[config.mk]
export PLATFORM = sky130hd
export DESIGN_NAME = ex_mem_pipe_reg
export DESIGN_NICKNAME = d
export VERILOG_FILES = /design/src/rtl/ex_mem_pipe_reg_pkg.sv /design/src/rtl/ex_mem_result_sel.sv /design/src/rtl/ex_mem_pipe_reg.sv
export SDC_FILE = /design/constraint.sdc
export NUM_CORES = 1
export LEC_CHECK = 0
export CAP_MARGIN = 20
export CELL_PAD_IN_SITES_DETAIL_PLACEMENT = 1
export CELL_PAD_IN_SITES_GLOBAL_PLACEMENT = 1
export CORE_MARGIN = 2
export CORE_UTILIZATION = 39
export CTS_CLUSTER_DIAMETER = 200
export DETAILED_ROUTE_END_ITERATION = 10
export PLACE_DENSITY_LB_ADDON = 0.2
export SYNTH_ARGS = -nofsm -noshare
export SYNTH_HDL_FRONTEND = slang
export SYNTH_HIERARCHICAL = 1
export SYNTH_SLANG_ARGS = --single-unit
[constraint.sdc]
create_clock -name Clk -period 3.1 [get_ports Clk]
set_clock_uncertainty 0.2 [all_clocks]
set_input_delay 0.62 -clock Clk [delete_from_list [all_inputs] [get_ports Clk]]
set_output_delay 0.62 -clock Clk [all_outputs]
set_load 0.01 [all_outputs]
[src/rtl/ex_mem_pipe_reg_pkg.sv]
// Shared definitions for the EX->MEM pipeline stage: result-select encodings,
// default datapath widths and the stage occupancy states.
package ex_mem_pipe_reg_pkg;

    localparam int DATA_W_DEF   = 32;
    localparam int RADDR_W_DEF  = 5;
    localparam int LS_W_DEF     = 3;
    localparam int SS_W_DEF     = 2;
    localparam int LINK_REG     = 31;
    localparam int LINK_OFF_DEF = 4;

    typedef enum logic [1:0] {
        RES_ALU  = 2'b00,
        RES_LO   = 2'b01,
        RES_HI   = 2'b10,
        RES_LINK = 2'b11
    } res_sel_e;

    typedef enum logic [1:0] {
        ST_EMPTY = 2'b00,
        ST_ONE   = 2'b01,
        ST_FULL  = 2'b10
    } pipe_state_e;

endpackage

[src/rtl/ex_mem_result_sel.sv]
// EX-side result and destination formation, evaluated on the incoming
// instruction before it is captured into the stage.
module ex_mem_result_sel
    import ex_mem_pipe_reg_pkg::*;
#(
    parameter int DATA_W   = DATA_W_DEF,
    parameter int RADDR_W  = RADDR_W_DEF,
    parameter int LINK_DST = LINK_REG,
    parameter int LINK_OFF = LINK_OFF_DEF
) (
    input  logic [1:0]         i_res_sel,
    input  logic               i_link_ra,
    input  logic [DATA_W-1:0]  i_pc4,
    input  logic [DATA_W-1:0]  i_alu,
    input  logic [DATA_W-1:0]  i_hi,
    input  logic [DATA_W-1:0]  i_lo,
    input  logic [RADDR_W-1:0] i_dst,
    output logic [DATA_W-1:0]  o_result,
    output logic [RADDR_W-1:0] o_dst
);

    always_comb begin
        o_result = i_alu;
        case (res_sel_e'(i_res_sel))
            RES_ALU:  o_result = i_alu;
            RES_LO:   o_result = i_lo;
            RES_HI:   o_result = i_hi;
            // link value wraps modulo 2^DATA_W
            RES_LINK: o_result = i_pc4 + DATA_W'(LINK_OFF);
            default:  o_result = i_alu;
        endcase
    end

    always_comb begin
        o_dst = i_dst;
        if (i_link_ra) begin
            o_dst = RADDR_W'(LINK_DST);
        end
    end

endmodule

[src/rtl/ex_mem_pipe_reg.sv]
// EX->MEM pipeline register with a registered-ready skid entry, so MEM
// back-pressure never reaches EX combinationally.
//
// state    | meaning
// ---------+-----------------------------------------------
// ST_EMPTY | no entry held, outputs invalid
// ST_ONE   | main entry valid and driving outputs
// ST_FULL  | main and skid valid, InReady low
module ex_mem_pipe_reg
    import ex_mem_pipe_reg_pkg::*;
#(
    parameter int DATA_W   = DATA_W_DEF,
    parameter int RADDR_W  = RADDR_W_DEF,
    parameter int LS_W     = LS_W_DEF,
    parameter int SS_W     = SS_W_DEF,
    parameter int LINK_DST = LINK_REG,
    parameter int LINK_OFF = LINK_OFF_DEF
) (
    input  logic               Clk,
    input  logic               Rst_n,
    input  logic               Flush,
    input  logic               InValid,
    output logic               InReady,
    input  logic               RegWriteE,
    input  logic               MemtoRegE,
    input  logic               MemWriteE,
    input  logic [1:0]         ResSelE,
    input  logic               LinkRaE,
    input  logic [DATA_W-1:0]  PC4E,
    input  logic [DATA_W-1:0]  ALUResultE,
    input  logic [DATA_W-1:0]  ExMidE,
    input  logic [RADDR_W-1:0] ExDstE,
    input  logic [LS_W-1:0]    LsE,
    input  logic [SS_W-1:0]    SsE,
    input  logic [DATA_W-1:0]  HiE,
    input  logic [DATA_W-1:0]  LoE,
    output logic               OutValid,
    input  logic               OutReady,
    output logic               RegWriteM,
    output logic               MemtoRegM,
    output logic               MemWriteM,
    output logic [DATA_W-1:0]  ResultM,
    output logic [DATA_W-1:0]  ExMidM,
    output logic [RADDR_W-1:0] ExDstM,
    output logic [LS_W-1:0]    LsM,
    output logic [SS_W-1:0]    SsM,
    output logic [DATA_W-1:0]  PC4M
);

    localparam int PAY_W = 3 + 3 * DATA_W + RADDR_W + LS_W + SS_W;

    pipe_state_e        r_state;
    pipe_state_e        w_state_nxt;
    logic               r_in_ready;
    logic               r_out_valid;
    logic [PAY_W-1:0]   r_main;
    logic [PAY_W-1:0]   r_skid;

    logic [DATA_W-1:0]  w_result;
    logic [RADDR_W-1:0] w_dst;
    logic [PAY_W-1:0]   w_cap;
    logic               w_accept;
    logic               w_consume;
    logic               w_load_main;
    logic               w_load_skid;
    logic               w_skid_to_main;
    logic               w_m_rw;
    logic               w_m_mw;

    ex_mem_result_sel #(
        .DATA_W   (DATA_W),
        .RADDR_W  (RADDR_W),
        .LINK_DST (LINK_DST),
        .LINK_OFF (LINK_OFF)
    ) u_result_sel (
        .i_res_sel (ResSelE),
        .i_link_ra (LinkRaE),
        .i_pc4     (PC4E),
        .i_alu     (ALUResultE),
        .i_hi      (HiE),
        .i_lo      (LoE),
        .i_dst     (ExDstE),
        .o_result  (w_result),
        .o_dst     (w_dst)
    );

    assign w_cap = {RegWriteE, MemtoRegE, MemWriteE, w_result, ExMidE,
                    w_dst, LsE, SsE, PC4E};

    assign w_accept  = InValid & r_in_ready;
    assign w_consume = r_out_valid & OutReady;

    always_comb begin
        w_state_nxt    = r_state;
        w_load_main    = 1'b0;
        w_load_skid    = 1'b0;
        w_skid_to_main = 1'b0;
        case (r_state)
            ST_EMPTY: begin
                if (w_accept) begin
                    w_state_nxt = ST_ONE;
                    w_load_main = 1'b1;
                end
            end
            ST_ONE: begin
                if (w_accept && w_consume) begin
                    w_load_main = 1'b1;
                end else if (w_accept) begin
                    w_state_nxt = ST_FULL;
                    w_load_skid = 1'b1;
                end else if (w_consume) begin
                    w_state_nxt = ST_EMPTY;
                end
            end
            ST_FULL: begin
                if (w_consume) begin
                    w_state_nxt    = ST_ONE;
                    w_skid_to_main = 1'b1;
                end
            end
            default: w_state_nxt = ST_EMPTY;
        endcase
        // squash overrides everything, including a same-cycle accept
        if (Flush) begin
            w_state_nxt    = ST_EMPTY;
            w_load_main    = 1'b0;
            w_load_skid    = 1'b0;
            w_skid_to_main = 1'b0;
        end
    end

    always_ff @(posedge Clk or negedge Rst_n) begin
        if (!Rst_n) begin
            r_state     <= ST_EMPTY;
            r_in_ready  <= 1'b1;
            r_out_valid <= 1'b0;
        end else begin
            r_state     <= w_state_nxt;
            r_in_ready  <= (w_state_nxt != ST_FULL);
            r_out_valid <= (w_state_nxt != ST_EMPTY);
        end
    end

    always_ff @(posedge Clk or negedge Rst_n) begin
        if (!Rst_n) begin
            r_main <= '0;
            r_skid <= '0;
        end else begin
            if (w_load_main) begin
                r_main <= w_cap;
            end else if (w_skid_to_main) begin
                r_main <= r_skid;
            end
            if (w_load_skid) begin
                r_skid <= w_cap;
            end
        end
    end

    assign {w_m_rw, MemtoRegM, w_m_mw, ResultM, ExMidM, ExDstM, LsM, SsM, PC4M} = r_main;

    assign InReady   = r_in_ready;
    assign OutValid  = r_out_valid;
    assign RegWriteM = w_m_rw & r_out_valid;
    assign MemWriteM = w_m_mw & r_out_valid;

endmodule

Yosys cells after proc, flatten, opt, wreduce, memory -nomap -nowiden
Index checks and enable logic that the tools add are counted.
- reduce and logical (&&, ||, !) cells: 5
- eq/ne operators: 6
- $lt $le $gt $ge: 0
- $add $sub $neg: 1
- multipliers: 0
- divide/modulo/power cells: 0
- mux-type cells: 21
- shifts and indexed selects: 0
- bitwise logic cells: 4
- operator list (kind ; count):
    109-bit 2-to-1 mux ; 2
    32-bit case mux with 4 select lines ; 1
    32-bit by 3-bit adder with 32-bit output, second input constant ; 1
    2-bit 2-to-1 mux ; 6
    1-bit 2-to-1 mux ; 9
    2-bit == test, second input constant ; 3
    2-bit case mux with 3 select lines ; 1
    5-bit 2-to-1 mux ; 1
    1-bit AND ; 4
    2-bit by 1-bit == test with 1-bit output, second input constant ; 2
    2-bit zero test ; 2
    2-bit nonzero test ; 2
    2-bit inequality test, second input constant ; 1
    1-bit case mux with 2 select lines ; 1
    1-bit logical AND ; 1
- memory bits (writable): 0
- register bits: 222
- word-level logic and storage cells: 42
- memories: 0
- bits of input ports: 181
- ROM bits: 0
- latch bits: 0
- output and inout port bits: 111

Depth between registers and ports, before layout
- depth in word-level cells: 7
- mapped depth: 8
- depth with buffers taken out: 8

By module
Netlist, hierarchy kept.
- by module, submodules not included (module ; instances ; sequential area each (um^2) ; area an instance (um^2) ; cells an instance):
    ex_mem_pipe_reg ; 1 ; 5556.6 ; 10685.2 ; 987
    ex_mem_result_sel ; 1 ; 0.0 ; 1476.4 ; 183

Least setup slack after synthesis
No wires, ideal clock.
- path kind: input-to-reg
- start point: input port PC4E[4]
- end point: register r_skid[101]
- buffers on the path: 0
- path slack: 0.453 ns
- cell stages on the path: 6
- arrival: 2.320 ns
- cell sequence: nand3_1 nor4_4 nand4_1 xnor2_1 mux4_1 mux2_1
- longest elaborated chain between the ends: 2
- RTL lines (element ; RTL line ; RTL):
    start, declared ; ex_mem_pipe_reg.sv:29 ; input logic [DATA_W-1:0] PC4E,
    32-bit by 3-bit adder with 32-bit output ; ex_mem_result_sel.sv:29 ; RES_LINK: o_result = i_pc4 + DATA_W'(LINK_OFF);
    32-bit case mux with 4 select lines ; ex_mem_result_sel.sv:24 ; case (res_sel_e'(i_res_sel))
    net w_result[27] ; ex_mem_pipe_reg.sv:59 ; logic [DATA_W-1:0] w_result;
    end signal, assigned ; ex_mem_pipe_reg.sv:155 ; r_skid <= w_cap;
    end, declared ; ex_mem_pipe_reg.sv:57 ; logic [PAY_W-1:0] r_skid;
The timed path passes the listed nets, and every way through them passes these cells.
A chain may end at the register's enable or synchronous reset.

Worst setup path after layout
- start point: input port PC4E[2]
- end point: register r_skid[101]
Same word-level chain as after synthesis.

==> flow_metrics.env <==
export IMPL_async_flop_share=1.00
export IMPL_fin_ws_ns=0.336
export IMPL_holdCritPathClass="reg -> reg"
export IMPL_synthMuxAreaShare=0.144
export IMPL_netlist_area_um2=12200
export IMPL_synth_top_family_by_area="simple AND/OR/NAND/NOR gates"
export IMPL_syn_area_per_cell_um2=10.4
export IMPL_final_common_cell="clkdlybuf4s50_1"
export IMPL_max_slew_margin=0.313
export IMPL_status="finished, final reports clean"
export IMPL_cp_num_buf_inv=1
export IMPL_synth_fp_nets=1352
export IMPL_cts_tree="done"
export IMPL_dp_hpwl_mm=26.6
export IMPL_grtUsageTotal=0.246
export IMPL_cts_root_buf="clkbuf_16"
export IMPL_seq_area_frac_synth=0.457
export IMPL_place_area_um2=15100
export IMPL_synth_largest_area_cell="dfrtp_1"
export IMPL_cts_sinks=222
export IMPL_synth_compound_area_frac=0.123
export IMPL_dieHeight_um=181
export IMPL_p_int_mw=8.05
export IMPL_area_delta_synth_final_pct=31.9
export IMPL_wl_per_cell_um=23.0
export IMPL_post_drt_via_cell_ratio=5.67
export IMPL_worstMarginPinSlew_ns=1.03
export IMPL_path_clk_slew_ns=0.06
export IMPL_powerDensity_nw_per_um2=715
export IMPL_ios=292
export IMPL_vias=10023
export IMPL_syn_inst=1170
export IMPL_fillers=3300
export IMPL_synthAdderAreaFrac=0.00103
export IMPL_max_cap_violations=0
export IMPL_cts_buffer_depth=3
export IMPL_grt_overflow=0
export IMPL_rsz0062_at_grt="no"
export IMPL_port_buffers=291
export IMPL_worst_setup_path_end_kind="register"
export IMPL_worstPathCellList="clkdlybuf4s50_1, nand3_1, nor4_4, nand4_1, xnor2_1, mux4_1, mux2_1"
export IMPL_drv_slew=0
export IMPL_rrSetupSlack_ns=0.82
export IMPL_first_global_vias=10895
export IMPL_final_nets=1533
export IMPL_final_util=0.523
export IMPL_clk_latency_ns=0.53
export IMPL_synth_edf_count=0
export IMPL_cp_slowest_stage_delay_ns=0.52
export IMPL_multi_input_area_um2=5380
export IMPL_rows=64
export IMPL_cp_max_fo=4
export IMPL_firstDrtPassIters=5
export IMPL_cts_resized=0
export IMPL_cp_slowest_cell="clkdlybuf4s50_1"
export IMPL_synth_seq_cells=222
export IMPL_holdWs_ns=0.295
export IMPL_finalSetupViolCount=0
export IMPL_fmax_mhz=362
export IMPL_route_detailed_drc=0
export IMPL_post_place_cells=1718
export IMPL_arrival_ns=2.98
export IMPL_synth_simple_area_share=0.152
export IMPL_finish_instance_area_um2=16000
export IMPL_initial_core_util=0.397
export IMPL_synth_distinct_cells=50
export IMPL_synthXorXnorAreaFrac=0.0194
export IMPL_drt_total_wl_mm=40.6
export IMPL_period_needed_ns=2.76
export IMPL_final_cell_mix="289 x clkdlybuf4s50_1, 220 x dfrtp_1, 112 x o21ai_0, 112 x nor3_1, 110 x nand3b_1"
export IMPL_ys_flop_type="dfrtp_1"
export IMPL_irDropWorstVdd_mv=0.394
export IMPL_combPwrFrac=0.307
export IMPL_pwr_share_clk=0.286
export IMPL_final_cells=1767
export IMPL_leakagePower_nw=6.10
export IMPL_cp_data_required_time_ns=3.31
export IMPL_synth_area_leaders="dfrtp_1 45%, mux2_2 9.9%, nand3b_1 6.8%"
export IMPL_drt_iter0_markers=707
export IMPL_antenna_found_initial=2
export IMPL_core_um2=30700
export IMPL_die_area_um2=32600
export IMPL_finalHoldViolCount=0
export IMPL_swShare=0.298
export IMPL_die_w_um=181
export IMPL_setup_worst_path_start_class="input pin"
export IMPL_crit_family="simple AND/OR/NAND/NOR gates"
export IMPL_numCtsBuffers=26
export IMPL_switchingPower_mw=3.42
export IMPL_synth_top_area_frac=0.455
export IMPL_grt_max_degree=222
export IMPL_finalCritPeriodShare=0.891
export IMPL_grt_pass1_wl_mm=63.9
export IMPL_h_tree_depth=1
export IMPL_antenna_left=0
export IMPL_regArea_um2=5560
export IMPL_post_place_ws_ns=-0.214
export IMPL_globalplace_congestion=0.862
export IMPL_crit_type="in -> reg"
export IMPL_seqPwrFrac=0.407
export IMPL_synth_warnings=6
export IMPL_drive_above_1_share=0.187
cells in the mapped netlist, types with 3 or more instances:
master,instances
o21ai_0,112
clkbuf_1,82
o22ai_1,9
or2_2,7
dfrtp_1,221
mux4_2,17
inv_1,7
mux2i_1,3
nand3_1,12
nand2_1,13
buf_1,14
mux2_2,107
mux2_1,10
a21oi_1,22
nand4_1,7
buf_4,106
buf_2,5
buf_6,3
xor2_1,14
nor2_1,19
nor3_1,112
a31oi_1,109
xnor2_1,13
nand3b_1,110
and2_1,3
a211oi_1,3
power by group through the flow:
stage	Sequential (mW)	Clock [mW]	Combinational, mW
6_report	4.67	3.28	3.53
4_1_cts	4.66	3.34	3.56
3_5_place_dp	4.70	0	3.54
2_1_floorplan	4.50	0	2.39
3_3_place_gp	4.63	0	3.45
5_1_grt	4.82	3.46	3.80
layer usage:
metal / GRT usage / vias to the layer above / share of wire
li1: - / 4557 / -
met1: 0.334 / 5109 / 0.44
met2: 0.404 / 295 / 0.48
met3: 0.0459 / 60 / 0.056
met4: 0.0626 / 2 / 0.023
met5: 0 / - / 0.00027
final cells by class:
class	instances	share of cell area
Sequential cell	222	0.347
Multi-Input combinational cell	728	0.335
Timing Repair Buffer	364	0.228
Clock buffer	37	0.0470
Tap cell	396	0.0309
Clock inverter	10	0.00983
Inverter	9	0.00211
Antenna cell	1	0.000156
final timing paths:
| kind | startpoint | cells after the start | to |
|---|---|---|---|
| min in group asynchronous | Rst_n | 2 | r_skid[30] |
| max in group asynchronous | Rst_n | 3 | r_skid[85] |
| max | PC4E[2] | 7 | r_skid[101] |
| min | r_skid[103] | 1 | r_skid[103] |
| max reg2reg | OutValid | 4 | r_skid[101] |
| min reg2reg | r_skid[103] | 1 | r_skid[103] |
through the flow:
| step | TNS (ns) | total power [mW] |
|---|---|---|
| floorplan | 0 | 6.89 |
| global placement | -1.02 | 8.08 |
| detailed placement | -2.16 | 8.24 |
| CTS | 0 | 11.6 |
| global route | 0 | 12.1 |
| finish | 0 | 11.5 |
registers in the layout, summed over array words and instances (netlist names):
signal,flops
OutValid,1
r_state,2
r_skid,109
r_main,109
InReady,1
kinds of logic after synthesis:
group / Yosys count
AO/OA/AOI/OAI: 262
XOR/XNOR: 27
adder cells (fa/ha/maj): 1
buffers and inverters: 220
flip-flops: 222
multiplexers: 138
AND/OR/NAND/NOR: 300
worst register-to-register path: cells and delay by family (launching register included):
family          cells  cell delay [ns]
flops               1             0.53
mux                 1             0.38
simple gates        1             0.61
compound gates      1             0.23
buf+inv             1             0.24
what timing repair did:
| item | CTS | global route |
|---|---|---|
| hold endpoints to repair | 61 | 0 |
| hold buffers | 1 | 0 |
| buffers inserted | 0 | 0 |
(Power assumes the default switching activity.)
